==> src/rtl/mbist_pkg.sv <==
// Shared types, widths and the march element table for the MBIST march sequencer.
package mbist_pkg;

    localparam int CNT_W  = 12;
    localparam int ADDR_W = 8;
    localparam int DATA_W = 4;

    typedef enum logic [1:0] {IDLE, RUN, DRAIN, DONE} state_e;

    typedef enum logic [2:0] {W0, W1, R0, R1, NOP} op_e;

    // Rows are march elements E0..E2, columns are the four op slots per address.
    function automatic op_e march_op(input logic [1:0] elem, input logic [1:0] slot);
        op_e op;
        case ({elem, slot})
            4'b00_00: op = W0;
            4'b00_01: op = R0;
            4'b01_00: op = R0;
            4'b01_01: op = W1;
            4'b01_10: op = R1;
            4'b10_00: op = R1;
            4'b10_01: op = W0;
            4'b10_10: op = R0;
            default:  op = NOP;
        endcase
        return op;
    endfunction

endpackage

==> src/rtl/mbist_rd_pipe.sv <==
// Read-tracking delay line: carries {valid, addr, expected} for RD_LAT clocks so the
// compare lines up with the cycle the RAM returns data.
module mbist_rd_pipe
    import mbist_pkg::*;
#(
    parameter int RD_LAT = 1
) (
    input  logic              clk,
    input  logic              rst,
    input  logic              vld_i,
    input  logic [ADDR_W-1:0] addr_i,
    input  logic [DATA_W-1:0] exp_i,
    output logic              vld_o,
    output logic [ADDR_W-1:0] addr_o,
    output logic [DATA_W-1:0] exp_o
);

    for (genvar gi = 0; gi < RD_LAT; gi++) begin : g_stage
        logic              vld_q;
        logic [ADDR_W-1:0] addr_q;
        logic [DATA_W-1:0] exp_q;
        logic              vld_in;
        logic [ADDR_W-1:0] addr_in;
        logic [DATA_W-1:0] exp_in;

        if (gi == 0) begin : g_head
            assign vld_in  = vld_i;
            assign addr_in = addr_i;
            assign exp_in  = exp_i;
        end else begin : g_tail
            assign vld_in  = g_stage[gi-1].vld_q;
            assign addr_in = g_stage[gi-1].addr_q;
            assign exp_in  = g_stage[gi-1].exp_q;
        end

        always_ff @(posedge clk) begin
            if (rst) begin
                vld_q  <= 1'b0;
                addr_q <= '0;
                exp_q  <= '0;
            end else begin
                vld_q  <= vld_in;
                addr_q <= addr_in;
                exp_q  <= exp_in;
            end
        end
    end

    assign vld_o  = g_stage[RD_LAT-1].vld_q;
    assign addr_o = g_stage[RD_LAT-1].addr_q;
    assign exp_o  = g_stage[RD_LAT-1].exp_q;

endmodule

==> src/rtl/mbist_march_seq.sv <==
// March sequencer: steps the external address/phase counter, turns each count into a
// RAM command and checks returned read data, reporting first-fail details and error count.
module mbist_march_seq
    import mbist_pkg::*;
#(
    parameter logic [DATA_W-1:0] BG_PAT = 4'b0101,
    parameter int                RD_LAT = 1,
    parameter int                ERR_W  = 8
) (
    input  logic              clk,
    input  logic              rst,
    input  logic              start,
    input  logic [CNT_W-1:0]  cnt_q,
    input  logic              cnt_stop,
    output logic              cnt_en,
    output logic              cnt_ud,
    output logic              cnt_rst,
    output logic [ADDR_W-1:0] mem_addr,
    output logic              mem_we,
    output logic              mem_re,
    output logic [DATA_W-1:0] mem_wdata,
    input  logic [DATA_W-1:0] mem_rdata,
    output logic              busy,
    output logic              done,
    output logic              fail,
    output logic [ADDR_W-1:0] fail_addr,
    output logic [DATA_W-1:0] fail_exp,
    output logic [DATA_W-1:0] fail_got,
    output logic [ERR_W-1:0]  err_count
);

    state_e            state_q, state_d;
    logic [2:0]        drain_q, drain_d;
    logic              issue, status_clr;
    op_e               op;

    logic [ADDR_W-1:0] addr_q, addr_d;
    logic              we_q, we_d, re_q, re_d;
    logic [DATA_W-1:0] wdata_q, wdata_d, exp_q, exp_d;

    logic              pipe_vld;
    logic [ADDR_W-1:0] pipe_addr;
    logic [DATA_W-1:0] pipe_exp;

    logic              fail_q, fail_d;
    logic [ADDR_W-1:0] fail_addr_q, fail_addr_d;
    logic [DATA_W-1:0] fail_exp_q, fail_exp_d, fail_got_q, fail_got_d;
    logic [ERR_W-1:0]  err_q, err_d;

    always_ff @(posedge clk) begin
        if (rst) begin
            state_q <= IDLE;
            drain_q <= '0;
        end else begin
            state_q <= state_d;
            drain_q <= drain_d;
        end
    end

    always_comb begin
        state_d    = state_q;
        drain_d    = drain_q;
        cnt_en     = 1'b0;
        cnt_rst    = 1'b0;
        busy       = 1'b0;
        done       = 1'b0;
        issue      = 1'b0;
        status_clr = 1'b0;
        case (state_q)
            IDLE: begin
                cnt_rst = 1'b1;
                if (start) begin
                    state_d    = RUN;
                    status_clr = 1'b1;
                end
            end
            RUN: begin
                cnt_en = 1'b1;
                busy   = 1'b1;
                if (cnt_stop) begin
                    state_d = DRAIN;
                    drain_d = '0;
                end else begin
                    issue = 1'b1;
                end
            end
            DRAIN: begin
                // 1+RD_LAT cycles here lets the last read reach the comparator.
                busy = 1'b1;
                if (drain_q == 3'(RD_LAT)) state_d = DONE;
                else                       drain_d = drain_q + 3'd1;
            end
            DONE: begin
                done    = 1'b1;
                cnt_rst = 1'b1;
                if (start) begin
                    state_d    = RUN;
                    status_clr = 1'b1;
                end
            end
            default: state_d = IDLE;
        endcase
    end

    always_comb begin
        op      = issue ? march_op(cnt_q[11:10], cnt_q[1:0]) : NOP;
        addr_d  = issue ? cnt_q[9:2] : '0;
        we_d    = (op == W0) || (op == W1);
        re_d    = (op == R0) || (op == R1);
        wdata_d = (op == W1) ? ~BG_PAT : ((op == W0) ? BG_PAT : '0);
        exp_d   = (op == R1) ? ~BG_PAT : ((op == R0) ? BG_PAT : '0);
    end

    always_ff @(posedge clk) begin
        if (rst) begin
            addr_q  <= '0;
            we_q    <= 1'b0;
            re_q    <= 1'b0;
            wdata_q <= '0;
            exp_q   <= '0;
        end else begin
            addr_q  <= addr_d;
            we_q    <= we_d;
            re_q    <= re_d;
            wdata_q <= wdata_d;
            exp_q   <= exp_d;
        end
    end

    mbist_rd_pipe #(.RD_LAT(RD_LAT)) u_rd_pipe (
        .clk    (clk),
        .rst    (rst),
        .vld_i  (re_q),
        .addr_i (addr_q),
        .exp_i  (exp_q),
        .vld_o  (pipe_vld),
        .addr_o (pipe_addr),
        .exp_o  (pipe_exp)
    );

    always_comb begin
        fail_d      = fail_q;
        fail_addr_d = fail_addr_q;
        fail_exp_d  = fail_exp_q;
        fail_got_d  = fail_got_q;
        err_d       = err_q;
        if (status_clr) begin
            fail_d      = 1'b0;
            fail_addr_d = '0;
            fail_exp_d  = '0;
            fail_got_d  = '0;
            err_d       = '0;
        end else if (pipe_vld && (mem_rdata != pipe_exp)) begin
            fail_d = 1'b1;
            if (!fail_q) begin
                fail_addr_d = pipe_addr;
                fail_exp_d  = pipe_exp;
                fail_got_d  = mem_rdata;
            end
            if (err_q != {ERR_W{1'b1}}) err_d = err_q + ERR_W'(1);
        end
    end

    always_ff @(posedge clk) begin
        if (rst) begin
            fail_q      <= 1'b0;
            fail_addr_q <= '0;
            fail_exp_q  <= '0;
            fail_got_q  <= '0;
            err_q       <= '0;
        end else begin
            fail_q      <= fail_d;
            fail_addr_q <= fail_addr_d;
            fail_exp_q  <= fail_exp_d;
            fail_got_q  <= fail_got_d;
            err_q       <= err_d;
        end
    end

    assign cnt_ud    = 1'b1;
    assign mem_addr  = addr_q;
    assign mem_we    = we_q;
    assign mem_re    = re_q;
    assign mem_wdata = wdata_q;
    assign fail      = fail_q;
    assign fail_addr = fail_addr_q;
    assign fail_exp  = fail_exp_q;
    assign fail_got  = fail_got_q;
    assign err_count = err_q;

endmodule

==> config.mk <==
export PLATFORM = sky130hd
export DESIGN_NAME = mbist_march_seq
export DESIGN_NICKNAME = d
export VERILOG_FILES = /design/src/rtl/mbist_pkg.sv /design/src/rtl/mbist_rd_pipe.sv /design/src/rtl/mbist_march_seq.sv
export SDC_FILE = /design/constraint.sdc
export NUM_CORES = 1
export LEC_CHECK = 0
export ABC_AREA = 1
export CORE_MARGIN = 5
export CORE_UTILIZATION = 30
export CTS_CLUSTER_DIAMETER = 100
export DETAILED_ROUTE_END_ITERATION = 10
export PLACE_DENSITY_LB_ADDON = 0.05
export SLEW_MARGIN = 0
export SYNTH_ARGS = -nofsm -noshare
export SYNTH_HDL_FRONTEND = slang
export SYNTH_SLANG_ARGS = --single-unit
==> constraint.sdc <==
create_clock -name clk -period 1.3 [get_ports clk]
set_input_delay 0.26 -clock clk [delete_from_list [all_inputs] [get_ports clk]]
set_output_delay 0.26 -clock clk [all_outputs]
set_load 0.03 [all_outputs]
* Word level (Yosys, flattened, before mapping)
Memories as Yosys holds them, arrays and structs flattened. Cells that the tools add are included. W data, S select, Z words.
Word-level totals: memory bits (writable) 0, output and inout bits 44, flip-flop bits (word level) 61, memory bits (read-only) 48, bits in latches 0, memories kept 1, input bits 20
Memories:
- (name not given) | words 16, bits a word 3, rd ports 1, clocked after Yosys merged registers in 0, write ports 0, line mbist_pkg.sv:15 | case ({elem, slot})
Cells by class: equality and inequality tests 13, order comparisons 0, div/mod/pow operators 0, $add $sub $neg 2, reductions and logical operators 16, shifts and indexed selects 0, mux-type cells 20, bitwise gates (word level) 2, multipliers 0
Operators with widths (number):
- $mux W3 | 5
- $reduce_or A2 Y1 | 6
- $add A8 B1 Y8 const B | 1
- $mux W1 | 8
- $mux W4 | 2
- $ne A8 B8 Y1 const B | 1
- $eq A3 B1 Y1 const B | 2
- $eq A3 B2 Y1 const B | 2
- $mux W2 | 3
- $ne A2 B2 Y1 const B | 3
- $pmux W2 S3 | 1
- $pmux W3 S2 | 1
- $reduce_and A3 Y1 | 2
- $eq A2 B2 Y1 const B | 2
- $ne A4 B4 Y1 | 1
- $reduce_and A2 Y1 | 2
- $add A3 B1 Y3 const B | 1
- $logic_not A3 Y1 | 1
- $eq A2 B1 Y1 const B | 1
- $logic_not A2 Y1 | 1
- $logic_or A1 B1 Y1 | 2
- $ne A2 B1 Y1 const B | 1
- $not A1 Y1 | 2
- $reduce_bool A2 Y1 | 1
- $logic_and A1 B1 Y1 | 1

* Longest topological paths before layout
Gate-level depths: netlist of the first run.
depth after elaboration 6, depth in mapped cells 11, depth with buffers taken out 11

* Cells and area by module
A second synthesis of the first run with hierarchy kept.
Unflattened totals: cell total of the unflattened synthesis 314, area, all modules 2502.4 um^2
By module, submodules not included:
- mbist_march_seq | seq. area each 880.8 um^2, instances 1, cells an instance 274, area each 2133.3 um^2
- mbist_rd_pipe | seq. area each 260.2 um^2, instances 1, cells an instance 40, area each 369.1 um^2

* Worst setup path before layout of the first run
No wires, ideal clock.
path type register to register, from register state_q[0], to register state_q[0], setup slack -0.335 ns, stages on the path, launching flop included 7, data arrival time 1.566 ns, buffers on the path 0, setup time 0.070 ns, cells stage by stage dfxtp_1 > inv_1 > ha_1 > inv_1 > o21ai_0 > o21ai_0 > a21oi_1
Between the ends: word-level cells in the longest chain between the ends 4
RTL lines:
- start, declared | line mbist_march_seq.sv:32 | state_e state_q, state_d;
- start signal, assigned | line mbist_march_seq.sv:55 | state_q <= state_d;
- $eq A2 B2 Y1 or $logic_not A2 Y1 (tied branches) | line mbist_march_seq.sv:69 | case (state_q)
- $reduce_or A2 Y1 (no source line)
- $ne A2 B1 Y1 (no source line)
- $reduce_and A3 Y1 (no source line)
Parallel ways exist; a longest one is shown, timed or not. A chain may end at the register's enable or synchronous reset.

* Worst setup path after layout of the first run
from register state_q[0], to output busy
Between the ends: word-level cells in the longest chain between the ends 3
RTL lines:
- $eq A2 B2 Y1 or $eq A2 B1 Y1 (tied branches) | line mbist_march_seq.sv:69
- $reduce_or A2 Y1 (no source line) (*)
- $mux W1 (*) | line mbist_march_seq.sv:69
- end, declared | line mbist_march_seq.sv:23 | output logic busy,
Every way passes the cells marked *; elsewhere a longest branch is shown, timed or not.

==> results of run 1 <==
-- through the flow --
step	instances	worst slack, ns	power, W	area, um2
2_1_floorplan	300	-0.06907	0.002775	2411
3_3_place_gp	476	-0.3870	0.003238	3258
4_1_cts	488	-0.2085	0.004363	3437
5_1_grt	490	-0.2463	0.004669	3495
3_5_place_dp	476	-0.4311	0.003239	3258
6_report	490	-0.1830	0.004386	3495
-- state kept, by name, summed over array words and instances (netlist names) --
register          flops
drain_q               3
u_rd_pipe.vld_o       1
fail                  1
u_rd_pipe.exp_o       2
err_count             8
mem_addr              8
fail_addr             8
mem_we                1
exp_q                 2
mem_re                1
u_rd_pipe.addr_o      8
mem_wdata             2
state_q               2
fail_got              4
fail_exp              2
-- cell families (layout without fill, tap and decap cells) --
kind of cell	Yosys count	in the layout	share of synthesized area
flip-flops	53	53	0.4513
adder cells (fa/ha/maj)	10	10	0.05322
XOR/XNOR	1	1	0.003726
AND/OR/NAND/NOR	129	130	0.2688
buffers and inverters	66	153	0.1192
AO/OA/AOI/OAI	40	40	0.1022
other	1	1	0.001595
-- power by group through the flow --
stage | clock network (W) | logic [W] | registers [W]
after floorplan | 0 | 0.000882 | 0.00189
after global placement | 0 | 0.00138 | 0.00186
after detailed placement | 0 | 0.00138 | 0.00186
after CTS | 0.00100 | 0.00154 | 0.00182
after global routing | 0.00105 | 0.00178 | 0.00184
final | 0.000937 | 0.00163 | 0.00182
-- what timing repair did --
action	4_1_cts	5_1_grt
cloned	1	0
hold endpoints to repair	0	0
setup endpoints to repair	31	52
resized for setup	50	33
setup buffers	3	2
pin swaps	10	3
-- cells in the final DEF (no fill, tap or decap), types with 2 or more instances in the layout --
cell             synthesis  layout
a21oi_1                 23      21
a21oi_2                  4       6
buf_12                   0       5
buf_4                    6      50
buf_6                    1       7
clkbuf_2                 0       7
clkbuf_8                 0       5
clkdlybuf4s15_2          0       6
clkdlybuf4s50_1          0      15
dfxtp_1                 53      45
dfxtp_2                  0       5
dfxtp_4                  0       3
dlygate4sd2_1            0       2
dlymetal6s2s_1           0       2
ha_1                    10       6
ha_4                     0       3
inv_1                   51      44
inv_2                    0       3
inv_4                    0       4
nand2_1                 55      45
nand2_2                  2      11
nand3_1                  8       6
nand3_2                  0       2
nand3_4                  3       3
nand3b_1                 2       2
nand4_1                 22      22
nor2_1                  32      24
nor2_2                   1       7
nor2_4                   1       3
o211a_1                  2       2
o21ai_0                  9       5
o21ai_1                  0       3
-- final cells by class --
cell class / count / share of cell area
clock buffer: 5 / 0.01969
clock inverter: 3 / 0.005729
multi-input combinational: 182 / 0.3283
timing repair buffer: 94 / 0.2431
inverter: 51 / 0.05800
sequential: 53 / 0.3086
tap: 102 / 0.03652
-- per-layer routing --
layer  up-vias  part of all wire  GRT usage
met5         -                 0          0
met4         0            0.0070    0.02206
met3         4             0.064    0.04459
met2        42              0.47     0.1851
met1       914              0.46     0.1501
li1       1130                 -          -
-- path summary, 6_finish.rpt --
| kind | from | end | slack (ns) | cells after the start |
|---|---|---|---|---|
| setup / recovery | state_q[0]$_SDFFE_PP0P_ | busy | -0.18 | 4 |
| setup reg to reg | state_q[0]$_SDFFE_PP0P_ | drain_q[2]$_SDFFE_PP0P_ | -0.06 | 11 |
| hold / removal | mem_rdata[3] | fail_got[3]$_SDFFE_PP0P_ | 0.35 | 3 |
| hold reg to reg | exp_q[0]$_SDFF_PP0_ | u_rd_pipe.exp_o[2]$_SDFF_PP0_ | 0.42 | 2 |
-- worst max-delay path: stages (launching register included) --
cell	delay [ns]
dfxtp_4	0.37
inv_4	0.04
ha_4	0.27
clkinvlp_4	0.10
buf_6	0.15
==> run_results.csv, run 1 <==
group,metric,value,unit
run_status,status,"finished, violations left",
run_status,violations,"negative setup slack",
route,drc,0,
final_layout,num_antenna_cells,0,
clock_network,numClockSinks,53,
final_layout,drive_above_1_share,0.3608,
clock_network,clkLatencyLatePin,0.30,ns
global_route,grt.overflow.total,0,
global_route,grt_pass1_vias,2010,
worst_setup_path,setup.worst_path.end_class,"primary output",
route,drt_first_iter_violations,35,
power_and_ir_drop,p_int,0.002849,W
timing,hold_viol,0,
timing,finalHoldWorstSlack,0.3458,ns
timing,rsz0062_at_grt,"yes",
power_and_ir_drop,p_clk_frac,0.214,
worst_setup_path,crit_fanout,3,
worst_setup_path,setup.worst_path.class,"flop to primary output",
clock_network,ctsRootBufferMaster,"clkbuf_8",
route,vias,2090,
global_route,grt_use_total,0.1159,
clock_network,clk_pin_slew,0.10,ns
timing,finalCritPeriodShare,1.141,
timing,skew,0.006742,ns
power_and_ir_drop,vdd_ir_drop_max,0.0008414,V
final_layout,finalCoreUtilization,0.4546,
logic_synthesis,synth_seq_area_share,0.4513,
place,place_congestion,0.8030,
logic_synthesis,synth_cells,300,
logic_synthesis,synthTopCellsByCount,"55 x nand2_1, 53 x dfxtp_1, 51 x inv_1, 32 x nor2_1, 23 x a21oi_1",
timing,fmax,674.3,MHz
final_layout,multiInputGateArea,1147,um2
logic_synthesis,ys.flop_type,"dfxtp_1",
logic_synthesis,yosysMostFrequentCell,"nand2_1",
power_and_ir_drop,swShare,0.3505,
place,dp_hpwl,4.299,mm
logic_synthesis,synth_nets,330,
global_route,grt_pass1_wl,9.287,mm
logic_synthesis,yosysTopAreaCell,"dfxtp_1",
clock_network,postCtsHoldBufs,0,
clock_network,cts_buffer_depth,2,
route,wl,5.709,mm
global_route,antenna_found_initial,0,
clock_network,cts_buffers,5,
logic_synthesis,yosysWarnings,0,
die,rows,32,
die,core-area,7687,um2
logic_synthesis,mappedNetlistArea,2351,um2
worst_setup_path,start_kind,"flop",
final_layout,nets,417,
logic_synthesis,synth-edff-count,0,
min_path,min_path_type,"input port to flop",
die,start_util,0.3058,
die,ios,64,
timing,period_needed,1.483,ns
route,avgViaCountPerCell,4.265,
power_and_ir_drop,seqPwrFrac,0.415,
worst_setup_path,crit_required,1.04,ns
route,ant_nets,0,
power_and_ir_drop,leakage,1.526,nW
final_layout,seq_area,1079,um2
die,die-area,9707,um2
clock_network,htreeDepth,2,
clock_network,cts_tree,"yes",
timing,setup_viol,9,
die,die_h,98.53,um
power_and_ir_drop,powerDensity,1255,nW/um2
route,wl_per_cell,11.65,um
logic_synthesis,ys_types,27,
logic_synthesis,synthArstFlopShare,0,
timing,setup_tns,-0.6731,ns
place,portBuffers,62,
worst_setup_path,worstPathArrival,1.22,ns
logic_synthesis,yosys.area.top_type_share,0.4513,
final_layout,fillers,805,
die,die-width,98.53,um
power_and_ir_drop,p_switching,0.001538,W
power_and_ir_drop,p_comb_frac,0.371,
logic_synthesis,synth_area_leaders,"dfxtp_1 45%, nand2_1 8.8%, inv_1 8.1%",
global_route,grt_max_degree,24,
timing,finalMaxSlewViolations,0,
logic_synthesis,synth.avg_cell_area,7.837,um2
route,first_pass_iters,4,
timing,fin_ws,-0.1830,ns
logic_synthesis,ys_seq_elements,53,
flow_run,cap_violations,0,
final_layout,synthToLayoutAreaGrowth,48.64,%
Note: power is estimated with default switching activity, not from simulation.
==> inputs of run 2 (changes only) <==
Settings changed: CORE_UTILIZATION 30 to 25.
==> run_results.csv, run 2 (same netlist as run 1, synthesis figures left out) <==
group,metric,value,unit
die,start_util,0.2556,
final_layout,num_antenna_cells,0,
final_layout,final_area,3505,um2
die,rows,35,
die,core-area,9196,um2
worst_setup_path,worstPathArrival,1.20,ns
global_route,grt_pass1_wl,10.11,mm
timing,setup_tns,-1.317,ns
worst_setup_path,crit_fanout,4,
route,first_pass_iters,4,
final_layout,finalCoreUtilization,0.3811,
global_route,antenna_found_initial,0,
worst_setup_path,critPathTopFamily,"flip-flops",
global_route,grt.overflow.total,0,
power_and_ir_drop,powerDensity,1265,nW/um2
route,wl_per_cell,12.31,um
worst_setup_path,slowest_stage,"dfxtp_2",
worst_setup_path,cp.buffers_inverters,2,
final_layout,drive_above_1_share,0.3599,
clock_network,ctsRootBufferMaster,"clkbuf_8",
timing,hold_viol,0,
final_layout,synthToLayoutAreaGrowth,49.07,%
timing,setup_viol,21,
place,post_dp_cell_area,3257,um2
timing,rsz0062_at_grt,"yes",
min_path,min_path_type,"input port to flop",
route,ant_nets,0,
route,vias,2128,
global_route,grt_pass1_vias,2123,
final_layout,layout_commonest_cell,"buf_4",
die,die-width,107.0,um
place,portBuffers,62,
route,drt_first_iter_violations,35,
timing,finalMaxSlewViolations,0,
route,wl_met1,3.003,mm
route,wl_met2,2.821,mm
die,die_h,107.0,um
clock_network,clkLatencyLatePin,0.31,ns
worst_setup_path,setup.worst_path.class,"flop to primary output",
timing,skew,0.008249,ns
clock_network,postCtsHoldBufs,0,
place,place_congestion,0.7648,
worst_setup_path,crit_required,1.04,ns
route,drc,0,
timing,period_needed,1.462,ns
global_route,grt_max_degree,24,
die,die-area,11440,um2
clock_network,cts_tree,"yes",
run_status,status,"finished, violations left",
flow_run,cap_violations,0,
die,ios,64,
worst_setup_path,setup.worst_path.end_class,"primary output",
route,avgViaCountPerCell,4.256,
route,highest_layer,"met4",
clock_network,htreeDepth,2,
final_layout,final_cell_mix,"59 x buf_4, 45 x nand2_1, 45 x dfxtp_1, 43 x inv_1, 28 x nor2_1",
route,wl,6.153,mm
worst_setup_path,start_kind,"flop",
timing,finalCritPeriodShare,1.125,
power_and_ir_drop,vdd_ir_drop_max,0.0009119,V
worst_setup_path,max_stage_delay,0.38,ns
timing,fin_ws,-0.1622,ns
clock_network,numClockSinks,53,
clock_network,cts_buffer_depth,2,
global_route,grt_use_total,0.1099,
place,dp_hpwl,4.525,mm
timing,fmax,683.9,MHz
run_status,violations,"negative setup slack",
route,dr_wl_met3,232,um
clock_network,cts_buffers,5,
timing,finalHoldWorstSlack,0.3352,ns
power_and_ir_drop,leakage,1.527,nW
worst_setup_path,crit_chain,"ha_4 -> clkinvlp_4 -> buf_6",
clock_network,clk_pin_slew,0.11,ns
final_layout,nets,418,
==> run 2: cell types whose count changed in the layout (fill, tap and decap cells not counted), moves of 2 or more <==
cell,before,now
buf_4,50,59
inv_4,4,2
nor2_2,7,4
dlygate4sd2_1,2,4
inv_2,3,6
clkdlybuf4s50_1,15,13
nor2_1,24,28
buf_6,7,4
nand3_2,2,4
clkbuf_2,7,3
==> run 2: metrics by stage <==
stage	std cells	setup slack [ns]	power (W)
5_1_grt	500	-0.2249	0.004718
3_3_place_gp	485	-0.3905	0.003303
4_1_cts	498	-0.1872	0.004473
2_1_floorplan	300	-0.06907	0.002775
3_5_place_dp	485	-0.4639	0.003297
6_report	500	-0.1622	0.004433
==> run 2: final cells by class <==
type / instances / area [um2]
Timing Repair Buffer: 95 / 849.6
Sequential cell: 53 / 1079
Clock inverter: 3 / 20.02
Multi-Input combinational cell: 182 / 1151
Inverter: 51 / 197.7
Clock buffer: 5 / 68.82
Tap cell: 111 / 138.9
Fill cell: 976 / 5692
==> run 2: tightest hold or removal path, stage by stage <==
cell	delay, ns
dlymetal6s2s_1	0.17
nand4_1	0.11
a21oi_1	0.06
==> run 2: final timing paths <==
check | cells after the start | to | startpoint | slack [ns]
worst max-delay path | 3 | busy | state_q[1]$_SDFFE_PP0P_ | -0.16
worst min register to register | 2 | u_rd_pipe.exp_o[2]$_SDFF_PP0_ | exp_q[0]$_SDFF_PP0_ | 0.41
worst min-delay path | 3 | fail_got[3]$_SDFFE_PP0P_ | mem_rdata[3] | 0.34
worst max register to register | 9 | drain_q[1]$_SDFFE_PP0P_ | state_q[0]$_SDFFE_PP0P_ | -0.15
==> run 2: metal layers <==
metal	vias to the layer above	track usage
met3	6	0.02529
met1	954	0.1437
met5	-	0
met4	0	0.03836
li1	1131	-
met2	37	0.1776
==> run 2: power breakdown <==
part           leakage, nW  switching, W  internal [W]
sequential           0.433     0.0000882       0.00173
clock               0.0489      0.000583      0.000386
combinational         1.05      0.000905      0.000738
==> run 2: repair_timing <==
action	4_1_cts	5_1_grt
setup endpoints to repair	39	49
pin swaps	13	5
cloned	1	0
resized for setup	53	12
setup buffers	4	2
